===== src/rtl/lagarto_rstseq_pkg.sv =====
// rtl/lagarto_rstseq_pkg.sv - shared state encoding and width helpers for the Lagarto reset sequencer
package lagarto_rstseq_pkg;

   typedef enum logic [2:0] {
      BOOT,
      RUN,
      DRAIN,
      HOLD,
      OFF
   } rstseq_state_e;

   // Bits needed to hold any value 0..max_val, never fewer than one.
   function automatic int unsigned cnt_width(input int unsigned max_val);
      return (max_val < 1) ? 1 : $clog2(max_val + 1);
   endfunction

endpackage


===== src/rtl/lagarto_rst_hart_fsm.sv =====
// rtl/lagarto_rst_hart_fsm.sv - per-hart reset channel: boot release, soft-reset drain/hold, enable gating
// Optional drain timeout built when LAGARTO_RSTSEQ_DRAIN_TIMEOUT_EN is defined.
module lagarto_rst_hart_fsm
   import lagarto_rstseq_pkg::*;
#(
   parameter int unsigned HoldCycles   = 8,
   parameter int unsigned DrainTimeout = 1024
) (
   input  logic clk_i,
   input  logic rst_i,
   input  logic release_i,
   input  logic hart_en_i,
   input  logic soft_rst_req_i,
   input  logic hart_idle_i,
   output logic hart_rst_no,
   output logic soft_rst_ack_o,
   output logic drain_to_o,
   output logic run_o
);

   localparam int unsigned HoldW = cnt_width(HoldCycles);
   localparam logic [HoldW-1:0] HoldLast = HoldW'(HoldCycles - 1);

   rstseq_state_e    state_q;
   logic [HoldW-1:0] hold_cnt_q;
   logic             ack_arm_q;
   logic             skip_req_q;
   logic             rst_n_q;
   logic             ack_q;

`ifdef LAGARTO_RSTSEQ_DRAIN_TIMEOUT_EN
   localparam int unsigned DrainW = cnt_width(DrainTimeout);
   localparam logic [DrainW-1:0] DrainLast = DrainW'(DrainTimeout - 1);

   logic [DrainW-1:0] drain_cnt_q;
   logic              drain_to_q;
`endif

   always_ff @(posedge clk_i) begin
      if (rst_i) begin
         state_q    <= BOOT;
         hold_cnt_q <= '0;
         ack_arm_q  <= 1'b0;
         skip_req_q <= 1'b0;
         rst_n_q    <= 1'b0;
         ack_q      <= 1'b0;
`ifdef LAGARTO_RSTSEQ_DRAIN_TIMEOUT_EN
         drain_cnt_q <= '0;
         drain_to_q  <= 1'b0;
`endif
      end else begin
         ack_q      <= 1'b0;
         skip_req_q <= 1'b0;
         case (state_q)
            BOOT: begin
               if (release_i) begin
                  state_q <= hart_en_i ? RUN : OFF;
                  rst_n_q <= hart_en_i;
               end
            end
            // The requester still holds the request in the ack cycle; skip it once.
            RUN: begin
               if (!hart_en_i || (soft_rst_req_i && !skip_req_q)) begin
                  state_q <= DRAIN;
`ifdef LAGARTO_RSTSEQ_DRAIN_TIMEOUT_EN
                  drain_cnt_q <= '0;
`endif
               end
            end
            DRAIN: begin
               if (hart_idle_i) begin
                  state_q    <= HOLD;
                  rst_n_q    <= 1'b0;
                  hold_cnt_q <= '0;
                  ack_arm_q  <= 1'b1;
`ifdef LAGARTO_RSTSEQ_DRAIN_TIMEOUT_EN
               end else if (drain_cnt_q == DrainLast) begin
                  state_q    <= HOLD;
                  rst_n_q    <= 1'b0;
                  hold_cnt_q <= '0;
                  ack_arm_q  <= 1'b1;
                  drain_to_q <= 1'b1;
               end else begin
                  drain_cnt_q <= drain_cnt_q + 1'b1;
`endif
               end
            end
            HOLD: begin
               if (hold_cnt_q == HoldLast) begin
                  ack_q      <= ack_arm_q;
                  skip_req_q <= 1'b1;
                  state_q    <= hart_en_i ? RUN : OFF;
                  rst_n_q    <= hart_en_i;
               end else begin
                  hold_cnt_q <= hold_cnt_q + 1'b1;
               end
            end
            // Re-enable goes through a silent HOLD so the hart sees a clean reset pulse.
            OFF: begin
               if (hart_en_i) begin
                  state_q    <= HOLD;
                  hold_cnt_q <= '0;
                  ack_arm_q  <= 1'b0;
               end
            end
            default: begin
               state_q <= BOOT;
               rst_n_q <= 1'b0;
            end
         endcase
      end
   end

   assign hart_rst_no    = rst_n_q;
   assign soft_rst_ack_o = ack_q;
   assign run_o          = (state_q == RUN);

`ifdef LAGARTO_RSTSEQ_DRAIN_TIMEOUT_EN
   assign drain_to_o = drain_to_q;
`else
   assign drain_to_o = 1'b0;
`endif

endmodule


===== src/rtl/lagarto_reset_sequencer.sv =====
// rtl/lagarto_reset_sequencer.sv - multi-hart staggered reset release and soft-reset sequencer
// Drain timeout per hart enabled by LAGARTO_RSTSEQ_DRAIN_TIMEOUT_EN.
module lagarto_reset_sequencer
   import lagarto_rstseq_pkg::*;
#(
   parameter int unsigned NumHarts      = 4,
   parameter int unsigned WakeUpCycles  = 32768,
   parameter int unsigned StaggerCycles = 16,
   parameter int unsigned HoldCycles    = 8,
   parameter int unsigned DrainTimeout  = 1024
) (
   input  logic                clk_i,
   input  logic                rst_i,
   input  logic [NumHarts-1:0] hart_en_i,
   input  logic [NumHarts-1:0] soft_rst_req_i,
   output logic [NumHarts-1:0] soft_rst_ack_o,
   input  logic [NumHarts-1:0] hart_idle_i,
   output logic [NumHarts-1:0] hart_rst_no,
   output logic [NumHarts-1:0] drain_to_o,
   output logic                all_run_o
);

   localparam int unsigned CntW = cnt_width(WakeUpCycles + NumHarts * StaggerCycles);
   localparam logic [CntW-1:0] CntMax = CntW'(WakeUpCycles + (NumHarts - 1) * StaggerCycles);

   logic [CntW-1:0]     cnt_q;
   logic [NumHarts-1:0] run;
   logic                all_run_q;

   // Saturating at the last release point keeps every Tk reachable exactly once.
   always_ff @(posedge clk_i) begin
      if (rst_i) begin
         cnt_q <= '0;
      end else if (cnt_q != CntMax) begin
         cnt_q <= cnt_q + 1'b1;
      end
   end

   for (genvar k = 0; k < NumHarts; k++) begin : g_hart
      localparam logic [CntW-1:0] RelCnt = CntW'(WakeUpCycles + k * StaggerCycles);

      lagarto_rst_hart_fsm #(
         .HoldCycles   (HoldCycles),
         .DrainTimeout (DrainTimeout)
      ) u_fsm (
         .clk_i          (clk_i),
         .rst_i          (rst_i),
         .release_i      (cnt_q == RelCnt),
         .hart_en_i      (hart_en_i[k]),
         .soft_rst_req_i (soft_rst_req_i[k]),
         .hart_idle_i    (hart_idle_i[k]),
         .hart_rst_no    (hart_rst_no[k]),
         .soft_rst_ack_o (soft_rst_ack_o[k]),
         .drain_to_o     (drain_to_o[k]),
         .run_o          (run[k])
      );
   end

   always_ff @(posedge clk_i) begin
      if (rst_i) begin
         all_run_q <= 1'b0;
      end else begin
         all_run_q <= (|hart_en_i) & (&(run | ~hart_en_i));
      end
   end

   assign all_run_o = all_run_q;

endmodule


===== config.mk =====
export PLATFORM = sky130hd
export DESIGN_NAME = lagarto_reset_sequencer
export DESIGN_NICKNAME = d
export VERILOG_FILES = /design/src/rtl/lagarto_rstseq_pkg.sv /design/src/rtl/lagarto_rst_hart_fsm.sv /design/src/rtl/lagarto_reset_sequencer.sv
export SDC_FILE = /design/constraint.sdc
export NUM_CORES = 1
export LEC_CHECK = 0
export CAP_MARGIN = 5
export CORE_UTILIZATION = 63
export DETAILED_ROUTE_END_ITERATION = 12
export GPL_TIMING_DRIVEN = 0
export PLACE_DENSITY = 0.85
export SETUP_SLACK_MARGIN = 0.02
export SKIP_LAST_GASP = 1
export SLEW_MARGIN = 20
export SYNTH_ARGS = -nofsm -noshare
export SYNTH_HDL_FRONTEND = slang
export SYNTH_HIERARCHICAL = 1
export SYNTH_SLANG_ARGS = --single-unit
export TNS_END_PERCENT = 1

===== constraint.sdc =====
create_clock -name clk_i -period 3 [get_ports clk_i]
set_clock_uncertainty 0.05 [all_clocks]
set_input_delay 0.75 -clock clk_i [delete_from_list [all_inputs] [get_ports clk_i]]
set_output_delay 0.75 -clock clk_i [all_outputs]
set_load 0.01 [all_outputs]

Yosys cells after proc, flatten, opt, wreduce, memory -nomap -nowiden
Cells that the tools add are included.
{ "totals": {"register_bits": 61, "input_bits": 14, "out_inout_bits": 13, "wordCells": 229} }
{ "op_classes": {"add_sub_neg": 5, "n_eq_ne": 49, "muxes": 76, "bitwise_logic": 15, "n_reduce_logical": 58} }
{ "ops": {"columns": ["op", "n"], "rows": [
  ["$mux W3", 24],
  ["$eq A16 B16 Y1 const B", 4],
  ["$pmux W3 S5", 4],
  ["$mux W4", 12],
  ["$pmux W4 S3", 4],
  ["$reduce_and A4 Y1", 9],
  ["$ne A2 B2 Y1 const B", 16],
  ["$eq A3 B2 Y1 const B", 8],
  ["$mux W1", 24],
  ["$reduce_and A5 Y1", 4],
  ["$add A16 B1 Y16 const B", 1],
  ["$add A4 B1 Y4 const B", 4],
  ["$eq A4 B3 Y1 const B", 4],
  ["$ne A16 B16 Y1 const B", 1],
  ["$ne A2 B1 Y1 const B", 8],
  ["$pmux W1 S4", 4],
  ["$reduce_or A2 Y1", 8],
  ["$eq A3 B1 Y1 const B", 4],
  ["$eq A3 B3 Y1 const B", 4],
  ["$logic_not A3 Y1", 4],
  ["$not A1 Y1", 12],
  ["$reduce_and A3 Y1", 4],
  ["$reduce_bool A3 Y1", 4],
  ["$reduce_or A3 Y1", 4],
  ["9 further kinds", 28]
]} }

Longest topological paths before layout
{ "depth": {"word_depth": 5, "depth_mapped": 9, "depth_no_buf": 9} }

Hierarchy
The synthesis kept the hierarchy.
{ "by_module_without_submodules": {"columns": ["module", "n_inst", "cells_each", "area_per_inst_um2", "seq_area_each_um2"], "rows": [
  ["lagarto_rst_hart_fsm (g_hart[1].u_fsm ...)", 3, 81, 683.2, 220.2],
  ["lagarto_reset_sequencer", 1, 107, 924.6, 340.3],
  ["lagarto_rst_hart_fsm (g_hart[0].u_fsm)", 1, 77, 641.9, 220.2]
]} }

Least setup slack after synthesis
OpenSTA, ideal clock, no wires.
{ "synth_path": {"kind": "register to register", "start": "register cnt_q[0]", "end": "register g_hart[0].u_fsm.rst_n_q", "setup_ps": 125, "arrival_time_ps": 1837, "required_time_ps": 2825, "setup_slack_ps": 988, "path_stages_with_launch": 9, "n_path_buf": 0, "period_less_slack_ps": 2012, "path_cell_list": "dfxtp_1 inv_1 ha_1 nor4b_4 nand4_2 nor3_1 or3b_2 a21oi_1 o32ai_1"} }
{ "synth_between": {"elab_chain_len": 3} }
{ "synth_lines": {"columns": ["element", "line", "text"], "rows": [
  ["start: declaration", "lagarto_reset_sequencer.sv:26", "logic [CntW-1:0] cnt_q;"],
  ["start signal: assignment", "lagarto_reset_sequencer.sv:35", "cnt_q <= cnt_q + 1'b1;"],
  ["$eq A16 B16 Y1", "lagarto_reset_sequencer.sv:48", ".release_i (cnt_q == RelCnt),"],
  ["$ne A2 B1 Y1 (no source line)", null, null],
  ["$reduce_and A4 Y1 (no source line)", null, null],
  ["end signal: assignment", "lagarto_rst_hart_fsm.sv:58", "rst_n_q <= hart_en_i;"],
  ["end signal: assignment", "lagarto_rst_hart_fsm.sv:93", "rst_n_q <= hart_en_i;"],
  ["end: declaration", "lagarto_rst_hart_fsm.sv:28", "logic rst_n_q;"]
]} }
No other way between the ends.
A chain may end at the register's enable or synchronous reset.

Worst setup path in the final report
{ "layout_path": {"start": "input port rst_i", "end": "register cnt_q[12]"} }
{ "layout_rtl": {"columns": ["element", "line", "text"], "rows": [
  ["start: declaration", "lagarto_reset_sequencer.sv:13", "input logic rst_i,"]
]} }
No word-level cell between the ends.

==> metrics.md <==
| Metric | Value |
|---|---|
| Post-synth EDFFs | `0` |
| Global-route wire length before repair | `13200 um` |
| Top_reg_cell synth | `dfxtp_1` |
| Worst min path class | `reg2reg` |
| Slew @ Worst Pin | `0.677 ns` |
| GR Util met1 | `33.9%` |
| CORE AREA | `5510 um^2` |
| H-Tree Depth | `3` |
| Req. time, crit path | `3.16 ns` |
| HPWL after DPL | `5190 um` |
| Fin Hold WS | `0.403 ns` |
| CTS tree | `yes` |
| Final Util | `75.1%` |
| Num rows | `27` |
| Leakage | `0.00146 uW` |
| Total of max-cap violations | `0` |
| Slew Limit Fails | `0` |
| Vias in the first global route | `3011` |
| Most frequent cells after synthesis | `dfxtp_1, nor2_1, nor3_1` |
| Fmax | `0.411 GHz` |
| Tcrit/Tclk final | `81.1%` |
| Die Y | `77.8 um` |
| Die ar. | `6050 um^2` |
| Pwr/cell area | `608 nW/um^2` |
| Area leader, netlist | `dfxtp_1` |
| Num CTS Buffers | `9` |
| DRT iter0 DRCs | `169` |
| RSZ-0062 raised after global routing | `no` |
| Nets | `480` |
| DRC | `0` |
| YS warnings | `6` |
| Largest net degree at the start of global routing | `15` |
| Final wirelength | `7570 um` |
| Relative slew slack | `54.7%` |
| Drt first pass iters | `5` |
| Yosys top cell area share | `33.8%` |
| Non-filler cells, final | `537` |
| Clk sinks | `61` |
| Flops & latches, synth | `61` |
| Async set-reset flop share out of synthesis | `0%` |
| Cts repair resizes | `0` |
| CTS clk-pin slew, worst paths | `0.07 ns` |
| Synth cell types | `63` |
| Synth Net Count | `447` |
| Dominant cells by area after synthesis | `dfxtp_1, nor2_1, nor3_1` |
| Via Count | `3229` |
| IO Count | `27` |
| Input/output buffers | `22` |
| Die W | `77.8 um` |
| Drt wl/cell | `14.1 um` |
| Critical Path Start Type | `input port` |
| Design Power | `2510 uW` |
| Final min period | `2.43 ns` |
| Setup violators final | `0` |
| Met3 usage in global routing | `6.24%` |
| Tot GR Track Use | `27.2%` |
| Setup Crit Path Kind | `in2reg` |
| Hold_buf cts | `0` |
| Congestion Overflow GR | `0` |
| Final setup TNS | `0 ns` |
| Initial Util | `65.7%` |
| Remaining antenna violation count | `0` |
| Met2 Resource Use GR | `44.9%` |
| Post CTS Setup Buffer Count | `0` |
| Worst skew pair latency | `0.33 ns` |
| Clk buf depth | `2` |
| Antenna cells | `0` |
| Placed insts | `521` |
| Filler Cell Count | `409` |
| Outcome | `completed` |
| Most instantiated library cell after synthesis | `dfxtp_1` |
| CP endpoint kind | `flip-flop` |
| Mapped Area | `3620 um^2` |
| Endpoints failing hold | `0` |
| Share of cells above drive strength 1 | `12.0%` |
| Mapped Cells | `427` |
| Vias per cell | `6.01` |
| Area Overhead vs Synth | `14.3%` |
| GPL Wtd Cong | `0.842` |
| Peak supply drop | `0.000325 V` |
| WP data arrival | `2.59 ns` |
| Root Driver | `clkbuf_8` |
| Initial antenna violation count | `0` |
| Register area share after synthesis | `33.8%` |
| Mean Syn Cell Area | `8.47 um^2` |
| Layer carrying the most global-route usage | `met2` |
| CP max FO | `14` |
## power breakdown
group	total (uW)	switching, uW	internal, uW	leakage (uW)
clock	782	315	467	0.000101
combinational	781	408	373	0.000870
sequential	951	73.1	878	0.000493
## critical path, cell delays in order
cell,delay [ns]
clkdlybuf4s50_1,0.91
clkbuf_1,0.41
buf_1,0.42
nor2_1,0.10
## metrics by stage
stage	setup WS (ns)	cell area [um^2]
floorplan	0.988	3620
global placement	0.254	3930
detailed placement	0.223	3930
CTS	0.602	4130
global route	0.428	4130
finish	0.567	4130
## layout by cell type (no fill, tap or decap), drive strengths merged, types with 10 or more instances in the layout
cell type / count
nor3: 28
inv: 12
nor3b: 11
dfxtp: 61
a21oi: 22
nand3b: 15
nand3: 15
buf: 19
clkdlybuf4s50: 22
nand2b: 17
clkbuf: 19
o21ai: 19
nand2: 23
xnor2: 10
nor2: 40
## cells by family after synthesis
family	after synthesis	share of synthesized area [%]
simple gates	208	35.5
compound gates	90	17.0
flops	61	33.8
buf+inv	38	5.61
xor+xnor	12	2.91
mux	8	2.70
fa+ha+maj	6	2.08
other cells	4	0.415
## routing by layer
layer  wire length, um  share of wire, %
met1              3520                46
met2              3600                48
met3               342               4.5
met4               107               1.4
met5                 0                 0
## flip-flops by register name, indices dropped and copies added (netlist names)
signal / count
g_hart.u_fsm/soft_rst_ack_o: 4
g_hart.u_fsm/hart_rst_no: 4
g_hart.u_fsm/state_q: 12
all_run_o: 1
g_hart.u_fsm/skip_req_q: 4
g_hart.u_fsm/hold_cnt_q: 16
cnt_q: 16
g_hart.u_fsm/ack_arm_q: 4
## final cells by class
class,count,area (um^2),area share [%]
Inverter,12,45.0,1.09
Sequential cell,61,1220,29.5
Multi-Input combinational cell,328,2190,53.0
Clock buffer,12,135,3.27
Clock inverter,4,72.6,1.76
Timing Repair Buffer,22,220,5.33
Buffer,26,158,3.81
Tap cell,72,90.1,2.18
## path summary, 6_finish.rpt
check                                 start                        endpoint  slack, ns  cells past startpoint
setup / recovery                      rst_i                       cnt_q[12]       0.57                      4
hold / removal    g_hart[3].u_fsm/ack_arm_q  g_hart[3].u_fsm/soft_rst_ack_o       0.40                      1
setup reg to reg                   cnt_q[0]     g_hart[0].u_fsm/hart_rst_no       0.66                      8
hold reg to reg   g_hart[3].u_fsm/ack_arm_q  g_hart[3].u_fsm/soft_rst_ack_o       0.40                      1
Note: power is estimated with default switching activity, not from simulation.
